===== src/rtl/fft_frame_scheduler.sv =====
// rtl/fft_frame_scheduler.sv - round-robin sharing of one streaming FFT core between two frame sources
// Pads source stalls with zeros and tags each returned burst with its owning source id.
module fft_frame_scheduler #(
  parameter int N       = 2048,
  parameter int DW      = 16,
  parameter int OW      = 26,
  parameter int MAX_OUT = 2
) (
  input  logic                 clk,
  input  logic                 rst_n,
  input  logic                 s0_req,
  input  logic                 s0_valid,
  input  logic signed [DW-1:0] s0_re,
  input  logic signed [DW-1:0] s0_im,
  output logic                 s0_grant,
  input  logic                 s1_req,
  input  logic                 s1_valid,
  input  logic signed [DW-1:0] s1_re,
  input  logic signed [DW-1:0] s1_im,
  output logic                 s1_grant,
  output logic                 fft_in_valid,
  output logic signed [DW-1:0] fft_d_re,
  output logic signed [DW-1:0] fft_d_im,
  input  logic signed [OW-1:0] fft_o_re,
  input  logic signed [OW-1:0] fft_o_im,
  input  logic                 fft_out_valid,
  output logic                 m_valid,
  output logic signed [OW-1:0] m_re,
  output logic signed [OW-1:0] m_im,
  output logic                 m_id,
  output logic                 m_last,
  output logic                 pad_err,
  output logic                 tag_err
);

  localparam int CW = $clog2(N);
  localparam int PW = (MAX_OUT > 1) ? $clog2(MAX_OUT) : 1;
  localparam int TW = $clog2(MAX_OUT + 1);

  typedef enum logic {IDLE, STREAM} state_t;

  state_t               state, state_nx;
  logic [CW-1:0]        in_cnt, out_cnt;
  logic                 owner, rr_last;
  logic [MAX_OUT-1:0]   tag_mem;
  logic [PW-1:0]        wr_ptr, rd_ptr;
  logic [TW-1:0]        tag_cnt;
  logic                 start, winner;
  logic                 grant_any, sel_valid;
  logic signed [DW-1:0] sel_re, sel_im;
  logic                 tag_empty, tag_pop, out_at_end;

  assign grant_any  = (state == STREAM);
  assign s0_grant   = grant_any && !owner;
  assign s1_grant   = grant_any && owner;
  assign sel_valid  = owner ? s1_valid : s0_valid;
  assign sel_re     = owner ? s1_re : s0_re;
  assign sel_im     = owner ? s1_im : s0_im;
  assign tag_empty  = (tag_cnt == '0);
  assign out_at_end = (out_cnt == CW'(N - 1));
  assign tag_pop    = fft_out_valid && out_at_end && !tag_empty;

  always_comb begin
    state_nx = state;
    start    = 1'b0;
    winner   = 1'b0;
    case (state)
      IDLE: begin
        // a full tag FIFO blocks arbitration entirely; requests are simply not seen
        if ((tag_cnt < TW'(MAX_OUT)) && (s0_req || s1_req)) begin
          start    = 1'b1;
          winner   = (s0_req && s1_req) ? ~rr_last : ~s0_req;
          state_nx = STREAM;
        end
      end
      STREAM: begin
        if (in_cnt == CW'(N - 1)) state_nx = IDLE;
      end
      default: state_nx = IDLE;
    endcase
  end

  always_ff @(posedge clk or negedge rst_n) begin
    if (!rst_n) begin
      state   <= IDLE;
      in_cnt  <= '0;
      owner   <= 1'b0;
      rr_last <= 1'b1;
    end else begin
      state <= state_nx;
      if (grant_any) in_cnt <= in_cnt + CW'(1);
      if (start) begin
        owner   <= winner;
        rr_last <= winner;
      end
    end
  end

  always_ff @(posedge clk or negedge rst_n) begin
    if (!rst_n) begin
      fft_in_valid <= 1'b0;
      fft_d_re     <= '0;
      fft_d_im     <= '0;
      pad_err      <= 1'b0;
    end else begin
      fft_in_valid <= grant_any;
      fft_d_re     <= (grant_any && sel_valid) ? sel_re : '0;
      fft_d_im     <= (grant_any && sel_valid) ? sel_im : '0;
      pad_err      <= grant_any && !sel_valid;
    end
  end

  always_ff @(posedge clk or negedge rst_n) begin
    if (!rst_n) begin
      tag_mem <= '0;
      wr_ptr  <= '0;
      rd_ptr  <= '0;
      tag_cnt <= '0;
    end else begin
      if (start) begin
        tag_mem[wr_ptr] <= winner;
        wr_ptr <= (wr_ptr == PW'(MAX_OUT - 1)) ? '0 : wr_ptr + PW'(1);
      end
      if (tag_pop) rd_ptr <= (rd_ptr == PW'(MAX_OUT - 1)) ? '0 : rd_ptr + PW'(1);
      case ({start, tag_pop})
        2'b10:   tag_cnt <= tag_cnt + TW'(1);
        2'b01:   tag_cnt <= tag_cnt - TW'(1);
        default: tag_cnt <= tag_cnt;
      endcase
    end
  end

  // out_cnt advances even without a tag so a stray burst keeps its own frame alignment
  always_ff @(posedge clk or negedge rst_n) begin
    if (!rst_n) begin
      m_valid <= 1'b0;
      m_re    <= '0;
      m_im    <= '0;
      m_id    <= 1'b0;
      m_last  <= 1'b0;
      tag_err <= 1'b0;
      out_cnt <= '0;
    end else begin
      m_valid <= fft_out_valid;
      m_re    <= fft_out_valid ? fft_o_re : '0;
      m_im    <= fft_out_valid ? fft_o_im : '0;
      m_id    <= fft_out_valid && !tag_empty && tag_mem[rd_ptr];
      m_last  <= fft_out_valid && out_at_end;
      tag_err <= fft_out_valid && tag_empty;
      if (fft_out_valid) out_cnt <= out_cnt + CW'(1);
    end
  end

endmodule


===== config.mk =====
export PLATFORM = sky130hd
export DESIGN_NAME = fft_frame_scheduler
export DESIGN_NICKNAME = d
export VERILOG_FILES = /design/src/rtl/fft_frame_scheduler.sv
export SDC_FILE = /design/constraint.sdc
export NUM_CORES = 1
export LEC_CHECK = 0
export CAP_MARGIN = 20
export CORE_MARGIN = 3
export CORE_UTILIZATION = 30
export DETAILED_ROUTE_END_ITERATION = 10
export MAX_ROUTING_LAYER = met4
export PLACE_DENSITY = 0.6
export SLEW_MARGIN = 10
export SYNTH_ARGS = -nofsm -noshare
export SYNTH_HDL_FRONTEND = slang
export SYNTH_SLANG_ARGS = --single-unit

===== constraint.sdc =====
create_clock -name clk -period 2.3 [get_ports clk]
set_clock_uncertainty 0.1 [all_clocks]
set_input_delay 0.46 -clock clk [delete_from_list [all_inputs] [get_ports clk]]
set_output_delay 0.46 -clock clk [all_outputs]
set_load 0.05 [all_outputs]

==> results.json <==
{
  "outcome": "completed",
  "comb_power_share_pct": 21.6,
  "cts.htree.levels": 4,
  "rr_startpoint": "out_cnt[0]",
  "switching_power_w": 0.001886,
  "report.final.slew_viol_count": 0,
  "yosysSeqAreaShare_pct": 67.34,
  "ys_top_cells_by_area": "dfrtp_1, and2_1, mux2i_1, nor2_1, xnor2_1",
  "critPathLaunchType": "register",
  "worstSetupStartpoint": "grant_any",
  "netlist.area_leader.share_pct": 66.76,
  "crit_cells": 3,
  "gp_congestion": 0.7507,
  "antenna_found_initial": 0,
  "grt_pass1_wl_mm": 17.60,
  "die_w_um": 128.5,
  "clockBufferDepth": 2,
  "synth_area_leader_cell": "dfrtp_1",
  "max-vdd-ir-drop_mv": 0.4081,
  "clockPowerShare_pct": 40.1,
  "slowest_delay_ns": 0.65,
  "clock_latency_ns": 0.41,
  "avgSynthCellArea_um2": 13.00,
  "postCtsSetupBuffers": 0,
  "p_leak_nw": 3.358,
  "synth-edff-count": 0,
  "reg2reg_depth": 7,
  "insertedDiodeCount": 0,
  "critical_path_class": "register to output pin",
  "synth_ff_type": "dfrtp_1",
  "worst_pin_slew_ns": 0.5659,
  "netlist_area_um2": 4498,
  "cap_violations": 0,
  "track_usage_pct": 14.57,
  "grt_pass1_vias": 3455,
  "synthTopCellsByCount": "dfrtp_1, and2_1, nor2_1",
  "cpLargestDelayFamily": "flip-flops",
  "endpoint_kind": "output pin",
  "ys_seq_elements": 121,
  "p_sw_share_pct": 28.23,
  "initialDrtViolationCount": 114,
  "drive_gt1_share_pct": 8.205,
  "path_clk_slew_ns": 0.05,
  "wl_per_cell_um": 14.90,
  "final_antenna_net_count": 0,
  "crit_buf_inv": 2,
  "drt_wl_total_mm": 11.46,
  "io_buffers": 214,
  "drc": 0,
  "crit_fanout": 14,
  "critical_path.slowest_cell": "dfrtp_1",
  "crit_required_ns": 1.74,
  "cts_sinks": 121,
  "seqCellArea_um2": 3030,
  "power_density_nw_per_um2": 892.6,
  "synth_fp_nets": 472,
  "hold_viol": 0,
  "yosysWarnings": 0,
  "async_flop_share_pct": 100.0,
  "cts_inserted_buffers": 17,
  "hp-class": "register to register",
  "worstHoldStart": "out_cnt[8]",
  "cts_tree": "done",
  "share_seq_of_total_power_pct": 38.4,
  "pin_count": 215,
  "fin_ws_ns": 0.1496,
  "critical_path_arrival_ns": 1.59,
  "core_um2": 14590,
  "root_buffer": "clkbuf_16",
  "p_int_w": 0.004794,
  "dieArea_um2": 16500,
  "dpl_worst_slack_ns": 0.1978,
  "fp.dieH_um": 128.5,
  "timing.fmax_mhz": 465.0,
  "finalSetupTns_ns": 0,
  "hold_path_depth": 1,
  "fillers": 1290,
  "num_rows": 44,
  "syn_to_final_growth_pct": 66.37,
  "syn_inst": 346,
  "dpl.hpwl_mm": 8.398,
  "via_per_inst": 4.289,
  "ys_types": 27,
  "vias": 3298,
  "path_cells": "inv_1 -> nor2_1 -> buf_12",
  "rsz0062_at_grt": "no",
  "setup_viol": 0,
  "multi_input_area_um2": 1360,
  "timing.final.crit_share_pct": 93.50,
  "grt_max_degree": 62,
  "start_util_pct": 30.83,
  "slew_headroom_pct": 62.15,
  "nets": 698,
  "gr-total-overflow": 0,
  "dr.pass1.iters": 4,
  "finalCriticalPeriod_ns": 2.150,
  "synth.most_common_cell": "dfrtp_1"
}
[kinds of logic (layout without fill, tap and decap cells)]
| logic type | count (synthesis) | in the layout | share of synthesized area (%) |
|---|---|---|---|
| muxes | 36 | 36 | 8.095 |
| DFF | 121 | 121 | 67.34 |
| AOI/OAI and AO/OA | 10 | 10 | 1.474 |
| adders and majority gates | 3 | 3 | 0.8346 |
| buffers and inverters | 24 | 263 | 2.420 |
| and+or+nand+nor | 127 | 127 | 14.97 |
| xor gates and xnor gates | 25 | 25 | 4.868 |
[area by class of cell]
cell class | count | share of cell area [%]
clock buffer | 24 | 6.437
timing repair buffer | 222 | 29.79
sequential | 121 | 40.49
clock inverter | 8 | 1.572
inverter | 9 | 0.4514
tap | 184 | 3.076
multi-input combinational | 201 | 18.17
[timing repair]
item	in CTS	in global routing
resized for setup	0	0
hold buffers	1	0
setup endpoints to repair	0	0
hold endpoints to repair	36	0
[layer usage]
metal	GRT usage, %	part of all wire, %	vias up
li1	-	-	1576
met1	16.15	40	1565
met2	23.84	49	139
met3	5.230	9.0	18
met4	5.993	1.6	0
met5	-	0	-
[state kept, by name, indices dropped and copies added, names as in the netlist, 2 cells and up]
signal and cells:
fft_d_re 16, fft_d_im 16, m_im 26, m_re 26, in_cnt 11, out_cnt 11, tag_cnt 2, tag_mem 2
[final timing paths]
| path | slack [ns] | to |
|---|---|---|
| setup / recovery | 0.15 | s1_grant |
| hold / removal | 0.37 | out_cnt[8] |
| setup reg to reg | 0.36 | tag_cnt[1] |
| hold reg to reg | 0.37 | out_cnt[8] |
| max in group asynchronous | 0.99 | pad_err |
| min in group asynchronous | 0.48 | m_valid |
[through the flow]
stage	instance area (um^2)	instances	power [W]	hold WS, ns	utilization [%]
2_1_floorplan	4498	346	0.003422	0.06441	-
3_3_place_gp	6874	736	0.004017	0.3532	47.12
3_5_place_dp	6874	736	0.004051	0.3591	47.12
4_1_cts	7483	769	0.006780	0.3755	51.30
5_1_grt	7483	769	0.006983	0.3992	51.30
6_report	7483	769	0.006680	0.3733	51.30
[power by group through the flow]
stage | logic (W) | clock network, W | registers (W)
floorplan | 0.000451 | 0 | 0.00297
global placement | 0.00143 | 0 | 0.00259
detailed placement | 0.00145 | 0 | 0.00260
CTS | 0.00146 | 0.00275 | 0.00257
global route | 0.00155 | 0.00284 | 0.00260
finish | 0.00144 | 0.00268 | 0.00256
[placed cells by master, fill, tap and decap left out, drive strengths merged, types with 9 or more instances in the layout]
cell and n:
and2 53, buf 11, clkbuf 24, clkdlybuf4s50 210
dfrtp 120, inv 9, mux2i 33, nand2 9
nor2 43, xnor2 13, xor2 12
Note: power is estimated with default switching activity, not from simulation.
